File: src/rtl/enc.sv
// RV32I instruction encoder: turns a decoded micro-op back into a 32-bit
// instruction word and buffers it in a small output FIFO. Requests that
// cannot be encoded are dropped, flagged and counted.
module enc #(
    parameter int DEPTH = 4,
    parameter int ERR_W = 16
) (
    input  logic             clock,
    input  logic             reset,
    input  logic             in_valid,
    output logic             in_ready,
    input  logic [2:0]       op_class,
    input  logic [3:0]       alu_op,
    input  logic [4:0]       rd,
    input  logic [4:0]       rs1,
    input  logic [4:0]       rs2,
    input  logic [31:0]      imm,
    input  logic [1:0]       mem_size,
    input  logic             is_mem_sign,
    output logic             out_valid,
    input  logic             out_ready,
    output logic [31:0]      out_inst,
    output logic             enc_err,
    output logic [ERR_W-1:0] err_count
);

    localparam int AW = $clog2(DEPTH);
    localparam int CW = AW + 1;

    typedef enum logic [2:0] {
        OP_CALC_IMM = 3'd0,
        OP_CALC_REG = 3'd1,
        OP_LOAD     = 3'd2,
        OP_STORE    = 3'd3,
        OP_LUI      = 3'd4,
        OP_JALR     = 3'd5,
        OP_ENV      = 3'd6,
        OP_RSVD     = 3'd7
    } op_class_e;

    localparam logic [6:0] OPC_IMM   = 7'b0010011;
    localparam logic [6:0] OPC_REG   = 7'b0110011;
    localparam logic [6:0] OPC_LOAD  = 7'b0000011;
    localparam logic [6:0] OPC_STORE = 7'b0100011;
    localparam logic [6:0] OPC_LUI   = 7'b0110111;
    localparam logic [6:0] OPC_JALR  = 7'b1100111;

    op_class_e        cls;
    logic [2:0]       f3;
    logic             imm12_ok;
    logic             is_shift;
    logic [31:0]      inst_d;
    logic             illegal_d;

    logic [31:0]      mem_q [DEPTH];
    logic [AW-1:0]    wr_ptr_q, rd_ptr_q;
    logic [CW-1:0]    cnt_q;
    logic             enc_err_q;
    logic [ERR_W-1:0] err_count_q;

    logic             full;
    logic             accept;
    logic             push;
    logic             pop;

    assign cls      = op_class_e'(op_class);
    assign f3       = alu_op[2:0];
    // 12-bit signed immediate is representable when imm[31:11] is a pure sign extension
    assign imm12_ok = (&imm[31:11]) | ~(|imm[31:11]);
    assign is_shift = (f3 == 3'b001) || (f3 == 3'b101);

    // Encode the request and classify it as legal or illegal
    always_comb begin
        inst_d    = '0;
        illegal_d = 1'b0;
        unique case (cls)
            OP_CALC_IMM: begin
                if (is_shift) begin
                    inst_d    = {1'b0, alu_op[3], 5'b00000, imm[4:0], rs1, f3, rd, OPC_IMM};
                    illegal_d = |imm[31:5];
                end else begin
                    inst_d    = {imm[11:0], rs1, f3, rd, OPC_IMM};
                    illegal_d = !imm12_ok;
                end
                if (alu_op[3] && (f3 != 3'b101)) illegal_d = 1'b1;
            end
            OP_CALC_REG: begin
                inst_d    = {1'b0, alu_op[3], 5'b00000, rs2, rs1, f3, rd, OPC_REG};
                illegal_d = alu_op[3] && (f3 != 3'b000) && (f3 != 3'b101);
            end
            OP_LOAD: begin
                inst_d    = {imm[11:0], rs1, ~is_mem_sign, mem_size, rd, OPC_LOAD};
                illegal_d = !imm12_ok || (mem_size == 2'b11) ||
                            (!is_mem_sign && (mem_size == 2'b10));
            end
            OP_STORE: begin
                inst_d    = {imm[11:5], rs2, rs1, 1'b0, mem_size, imm[4:0], OPC_STORE};
                illegal_d = !imm12_ok || (mem_size == 2'b11);
            end
            OP_LUI: begin
                inst_d    = {imm[31:12], rd, OPC_LUI};
                illegal_d = |imm[11:0];
            end
            OP_JALR: begin
                inst_d    = {imm[11:0], rs1, 3'b000, rd, OPC_JALR};
                illegal_d = !imm12_ok;
            end
            OP_ENV: begin
                inst_d    = 32'h0000_0073;
            end
            default: begin
                illegal_d = 1'b1;
            end
        endcase
    end

    assign full      = (cnt_q == CW'(DEPTH));
    assign in_ready  = !full;
    assign accept    = in_valid && in_ready;
    assign push      = accept && !illegal_d;
    assign out_valid = (cnt_q != '0);
    assign pop       = out_valid && out_ready;
    assign out_inst  = out_valid ? mem_q[rd_ptr_q] : '0;
    assign enc_err   = enc_err_q;
    assign err_count = err_count_q;

    // FIFO storage write port; contents are don't-care while not counted as occupied
    always_ff @(posedge clock) begin
        if (push) mem_q[wr_ptr_q] <= inst_d;
    end

    // FIFO pointers and occupancy
    always_ff @(posedge clock) begin
        if (reset) begin
            wr_ptr_q <= '0;
            rd_ptr_q <= '0;
            cnt_q    <= '0;
        end else begin
            if (push) wr_ptr_q <= wr_ptr_q + AW'(1);
            if (pop)  rd_ptr_q <= rd_ptr_q + AW'(1);
            case ({push, pop})
                2'b10:   cnt_q <= cnt_q + CW'(1);
                2'b01:   cnt_q <= cnt_q - CW'(1);
                default: cnt_q <= cnt_q;
            endcase
        end
    end

    // Illegal-request pulse and wrapping drop counter
    always_ff @(posedge clock) begin
        if (reset) begin
            enc_err_q   <= 1'b0;
            err_count_q <= '0;
        end else begin
            enc_err_q <= accept && illegal_d;
            if (accept && illegal_d) err_count_q <= err_count_q + ERR_W'(1);
        end
    end

endmodule

File: config.mk
export PLATFORM = sky130hd
export DESIGN_NAME = enc
export DESIGN_NICKNAME = d
export VERILOG_FILES = /design/src/rtl/enc.sv
export SDC_FILE = /design/constraint.sdc
export NUM_CORES = 1
export LEC_CHECK = 0
export ABC_AREA = 0
export ABC_CLOCK_PERIOD_IN_PS = 3800
export BUFFER_PORTS_ARGS = -buffer_cell sky130_fd_sc_hd__buf_2
export CAP_MARGIN = 20
export CORE_MARGIN = 8
export CORE_UTILIZATION = 35
export DETAILED_ROUTE_END_ITERATION = 8
export PLACE_DENSITY = 0.52
export SLEW_MARGIN = 20
export SYNTH_ARGS = -nofsm -noshare
export SYNTH_HDL_FRONTEND = slang
export SYNTH_SLANG_ARGS = --single-unit
File: constraint.sdc
create_clock -name clock -period 3.8 [get_ports clock]
set_input_delay 0.76 -clock clock [delete_from_list [all_inputs] [get_ports clock]]
set_output_delay 0.76 -clock clock [all_outputs]
set_load 0.02 [all_outputs]
# Word-level counts from Yosys, hierarchy flattened
# Memories as Yosys holds them, arrays and structs flattened. A register that Yosys moved wholly into a read port is not among the register bits.
# Cells that the tools add are included.
dict set report classes {
  addsub 5
  n_eq_ne 14
  n_mux 11
  n_bitwise 3
  reduce_logical 23
}
# op n
set ops {}
lappend ops {{$pmux 32 s7} 1}
lappend ops {{$mux 32} 2}
lappend ops {{$reduce_or 27->1} 1}
lappend ops {{$reduce_and 21->1} 1}
lappend ops {{$reduce_or 21->1} 1}
lappend ops {{$add 16x1->16 const B} 1}
lappend ops {{$eq 3x3->1 const B} 5}
lappend ops {{$reduce_or 12->1} 1}
lappend ops {{$logic_and 1x1->1} 8}
lappend ops {{$pmux 1 s7} 1}
lappend ops {{$eq 2x2->1 const B} 3}
lappend ops {{$eq 3x1->1 const B} 2}
lappend ops {{$eq 3x2->1 const B} 2}
lappend ops {{$pmux 3 s2} 1}
lappend ops {{$reduce_bool 3->1} 2}
lappend ops {{$add 2x1->2 const B} 2}
lappend ops {{$logic_not 1->1} 4}
lappend ops {{$mux 1} 4}
lappend ops {{$mux 2} 2}
lappend ops {{$add 3x1->3 const B} 1}
lappend ops {{$logic_not 3->1} 1}
lappend ops {{$logic_or 1x1->1} 3}
lappend ops {{$ne 3x3->1 const B} 1}
lappend ops {{$sub 3x1->3 const B} 1}
lappend ops {{4 further kinds} 5}
dict set report totals {
  regBits 24
  mem_bits_rw 128
  input_bits 61
  out_inout_bits 51
  wordCells 62
  mem_count 1
}
# memory depth word_bits read_ports rd_ports_with_merged_regs wr line_no
set mem_list {}
lappend mem_list {mem_q 4 32 1 1 1 55} ;# logic [31:0] mem_q [DEPTH];

# Longest topological paths before layout
dict set report depth {
  ltp_word 11
  depth_mapped 13
  mapped_depth_nobuf 12
}

# Worst setup path after synthesis
# Ideal clock, no wire load.
dict set report synth_timing {
  path_kind {input-to-reg}
  start {input imm[18]}
  end {memory mem_q[1][10], enable pin}
  setup_ns 0.390
  arrival_time_ns 3.053
  t_required_ns 3.410
  setup_slack_ns 0.358
  cell_stages 5
  path_buffers 0
  path_cell_list {nand4_1 -> or4_1 -> or4_4 -> a211oi_2 -> and2_1}
}
dict set report synth_between {
  elab_chain_cells 11
  word_cells_on_any_way 15
  classes_between {5 x mux; 2 x bitwise; 8 x reduce/logical}
}
# item line_no
set synth_lines {}
lappend synth_lines {{start: declaration} 17} ;# input logic [31:0] imm,
lappend synth_lines {{$reduce_or 21->1} 69} ;# assign imm12_ok = (&imm[31:11]) | ~(|imm[31:11]);
lappend synth_lines {{$not 1->1} 69}
lappend synth_lines {{$or 1x1->1} 69}
lappend synth_lines {{$logic_not 1->1} n/a}
lappend synth_lines {{$mux 1 / $logic_or 1x1->1 (equally long branches)} {78, 93, 98}}
lappend synth_lines {{$mux 1 / $logic_or 1x1->1 (equally long branches)} {85, 93}}
lappend synth_lines {{$pmux 1 s7 *} 76} ;# unique case (cls)
lappend synth_lines {{$logic_not 1->1 *} 120} ;# assign push = accept && !illegal_d;
lappend synth_lines {{$logic_and 1x1->1 *} 120}
lappend synth_lines {{$mux 1 *} 129} ;# if (push) mem_q[wr_ptr_q] <= inst_d;
lappend synth_lines {{$mux 1 (not written as such) *} 129}
lappend synth_lines {{end: declaration} 55}
# Every way passes the cells marked *; elsewhere a longest branch is shown, timed or not.

# Worst setup path in the final report
dict set report layout_timing {
  start {input imm[22]}
  end {register cnt_q[2]}
}
dict set report layout_between {
  elab_chain_cells 11
  word_cells_on_any_way 17
  classes_between {2 x eq/ne; 4 x mux; 2 x bitwise; 9 x reduce/logical}
}
# item line_no
set layout_lines {}
lappend layout_lines {{$reduce_or 21->1} 69}
lappend layout_lines {{$not 1->1} 69}
lappend layout_lines {{$or 1x1->1} 69}
lappend layout_lines {{$logic_not 1->1} n/a}
lappend layout_lines {{$mux 1 / $logic_or 1x1->1 (equally long branches)} {78, 93, 98}}
lappend layout_lines {{$mux 1 / $logic_or 1x1->1 (equally long branches)} {85, 93}}
lappend layout_lines {{$pmux 1 s7 *} 76}
lappend layout_lines {{$logic_not 1->1 *} 120}
lappend layout_lines {{$logic_and 1x1->1 *} 120}
lappend layout_lines {{$eq 2x1->1 / $eq 2x2->1 (equally long branches)} 141} ;# case ({push, pop})
lappend layout_lines {{$pmux 3 s2 / $reduce_bool 2->1 (equally long branches)} n/a}
lappend layout_lines {{end signal: assignment} 142} ;# 2'b10: cnt_q <= cnt_q + CW'(1);
lappend layout_lines {{end signal: assignment} 143} ;# 2'b01: cnt_q <= cnt_q - CW'(1);
lappend layout_lines {{end signal: assignment} 144} ;# default: cnt_q <= cnt_q;
lappend layout_lines {{end: declaration} 57} ;# logic [CW-1:0] cnt_q;
# Marked as above.
# A chain may end at the register's enable or synchronous reset.

==> impl_metrics.tcl <==
set metrics [dict create \
    status "complete, no violations" \
    hold_depth 2 \
    yosys_warnings 0 \
    rows 50 \
    diodes 0 \
    finalMaxSlewViolations 0 \
    critical_path_class "input pin to flop" \
    cts_resized 0 \
    clk-insertion-delay-late_ns 0.41 \
    layout_commonest_cell "edfxtp_1" \
    grt_pass1_wl_um 26100 \
    worstSetupStartpoint "imm[22]" \
    hold_viol 0 \
    cts_setup_buffers 0 \
    synth_edf_count 120 \
    yosysSeqAreaShare_pct 62.5 \
    maxCapViolations 0 \
    ant_nets 0 \
    cts_hold_buf 0 \
    syn-instance-count 459 \
    finClkSkew_ns 0.0104 \
    reg2reg_depth 8 \
    rrSetupSlack_ns 1.31 \
    seqPwrFrac_pct 41.0 \
    clkTransAtPathRegs_ns 0.06 \
    rsz0062_at_grt "no" \
    fin_nets 646 \
    numCtsBuffers 17 \
    track_usage_pct 14.6 \
    viasPerCell 5.25 \
    pwr_density_cell_nw_per_um2 564 \
    p_clk_share_pct 35.5 \
    initial_core_util_pct 35.5 \
    ir_drop_mv 0.311 \
    setup_tns_ns 0 \
    postSynth.asyncResetShare_pct 0 \
    setup_viol 0 \
    wl_per_cell_um 20.6 \
    cp-end-kind "flop" \
    p_comb_share_pct 23.5 \
    io_pins 112 \
    max_freq_mhz 326 \
    syn_avg_cell_area_um2 14.4 \
    synth_area_um2 6590 \
    leakage_uw 0.00295 \
    die_area_um2 23500 \
    ys_dominant_reg_cell "edfxtp_1" \
    dr.pass1.iters 4 \
    min_path_type "flop to flop" \
    cp.required_ns 4.13 \
    clockRootBuffer "clkbuf_16" \
    fin_crit_sh_pct 80.8 \
    final_cell_mix "edfxtp_1, buf_2, and2_1" \
    syn_to_final_growth_pct 22.1 \
    vias 4321 \
    worstSetupEndpoint "cnt_q[2]" \
    reg2reg_from "cnt_q[0]" \
    cts_buffer_depth 2 \
    power_switching_uw 1290 \
    antenna_found_initial 2 \
    port_buffers 110 \
    drtIter0Drc 207 \
    routed_wl_um 17000 \
    synth_seq_cells 146 \
    core-area_um2 18600 \
    fin_crit_ns 3.07 \
    grt_pass1_vias 4657 \
    grt-ovfl-total 0 \
    worst_pin_slew_ns 0.625 \
    cts_tree "built" \
    drcViolationCount 0 \
    grt_max_degree 32 \
    maxSlewHeadroom_pct 58.3 \
    cts.sinks 146 \
    p_int_uw 3260 \
    cp_max_fo 3 \
    fin_area_um2 8050 \
    htreeDepth 4 \
    yosysUniqueCellTypes 50 \
    die_h_um 153 \
    reg2reg_to "cnt_q[2]" \
    dpl_cell_area_um2 7480 \
    start_kind "input pin" \
    fin_hold_ws_ns 0.489 \
    post-dp-hpwl_um 11800 \
    p_sw_share_pct 28.3 \
    syn_nets 527 \
    fp.dieW_um 153 \
    place_congestion 0.825 \
    layout-drive-gt1-share_pct 32.4 \
    cp_data_arrival_time_ns 3.40 \
]
==> flip-flops by register name, indices dropped and copies added, names as in the netlist, named ones only <==
name,cells
mem_q,120
err_count,16
cnt_q,3
rd_ptr_q,2
wr_ptr_q,2
enc_err,1
==> routing by layer <==
metal,global-route usage [%],part of all wire [%],vias to the layer above
met2,24.9,51,107
met3,4.45,5.5,18
met4,5.89,1.6,4
li1,-,-,2025
met1,16.9,42,2167
met5,0,0.14,-
==> cells by family (layout without fill, tap and decap cells) <==
kind of cell | Yosys count | count (layout) | synth area share [%]
DFF | 146 | 146 | 62.5
adders and majority gates | 7 | 7 | 1.44
and+or+nand+nor | 123 | 123 | 10.8
xor gates and xnor gates | 8 | 8 | 1.06
AOI/OAI and AO/OA | 81 | 81 | 8.41
buffers and inverters | 47 | 177 | 3.05
other | 1 | 1 | 0.0569
muxes | 46 | 46 | 12.7
==> cells in the mapped netlist, types with 2 or more instances <==
master	number	share of area [%]
a21oi_1	16	1.2
or4_1	8	0.91
nand4_1	6	0.57
edfxtp_1	120	55
nor2_1	15	0.85
inv_1	19	1.1
and3_1	4	0.38
dfxtp_1	26	7.9
nand3_1	13	0.99
nor2b_1	3	0.28
clkbuf_1	15	0.85
o41ai_1	2	0.27
ha_1	6	1.1
xor2_1	6	0.80
and2_1	37	3.5
a22o_1	7	0.93
buf_1	7	0.40
xnor2_1	2	0.27
or3_1	9	0.85
nor4_1	6	0.57
o22ai_1	14	1.3
a22oi_1	9	1.0
nand2_1	13	0.74
buf_6	2	0.34
buf_4	2	0.23
mux4_2	30	10
o32ai_1	2	0.27
o21a_1	2	0.23
o21ai_1	9	0.68
nor3_1	2	0.15
o31ai_1	5	0.57
mux2i_1	16	2.4
o21ai_0	8	0.61
buf_2	2	0.15
==> final cells by class <==
cell class | instances | area (um2)
Sequential cell | 146 | 4130
Multi-Input combinational cell | 266 | 2270
Timing Repair Buffer | 128 | 723
Inverter | 19 | 71.3
Fill cell | 1708 | 10500
Clock inverter | 13 | 144
Tap cell | 234 | 293
Clock buffer | 17 | 425
==> critical path: stages <==
cell and delay (ns):
buf_2 0.13, nand4_1 0.10, or4_1 0.53, or4_4 0.53, a211oi_2 0.23, inv_1 0.08, ha_1 0.23, inv_1 0.07
fa_1 0.18, xor2_1 0.09, or3_1 0.32, a21oi_1 0.14
==> worst min-delay path by stage <==
stage | end | slack, ns | startpoint
after floorplan | cnt_q[2] | 0.47 | cnt_q[2]
after global placement | err_count[15] | 0.47 | err_count[15]
after detailed placement | err_count[15] | 0.48 | err_count[15]
after CTS | err_count[15] | 0.49 | err_count[15]
after global routing | err_count[15] | 0.50 | err_count[15]
final | err_count[15] | 0.49 | err_count[15]
==> power by group through the flow <==
| stage | combinational [uW] | clock (uW) | sequential, uW |
|---|---|---|---|
| 2_1_floorplan | 736 | 0 | 1860 |
| 3_3_place_gp | 1080 | 0 | 1900 |
| 3_5_place_dp | 1080 | 0 | 1900 |
| 4_1_cts | 1090 | 1660 | 1870 |
| 5_1_grt | 1160 | 1720 | 1880 |
| 6_report | 1070 | 1610 | 1860 |
==> metrics by stage <==
stage | total power, uW | util (%) | setup slack (ns) | std cells
2_1_floorplan | 2600 | - | 0.358 | 459
3_3_place_gp | 2970 | 40.3 | 0.444 | 793
3_5_place_dp | 2990 | 40.3 | 0.332 | 793
4_1_cts | 4620 | 43.3 | 0.664 | 823
5_1_grt | 4760 | 43.3 | 0.579 | 823
6_report | 4540 | 43.3 | 0.728 | 823
(Power assumes the default switching activity.)
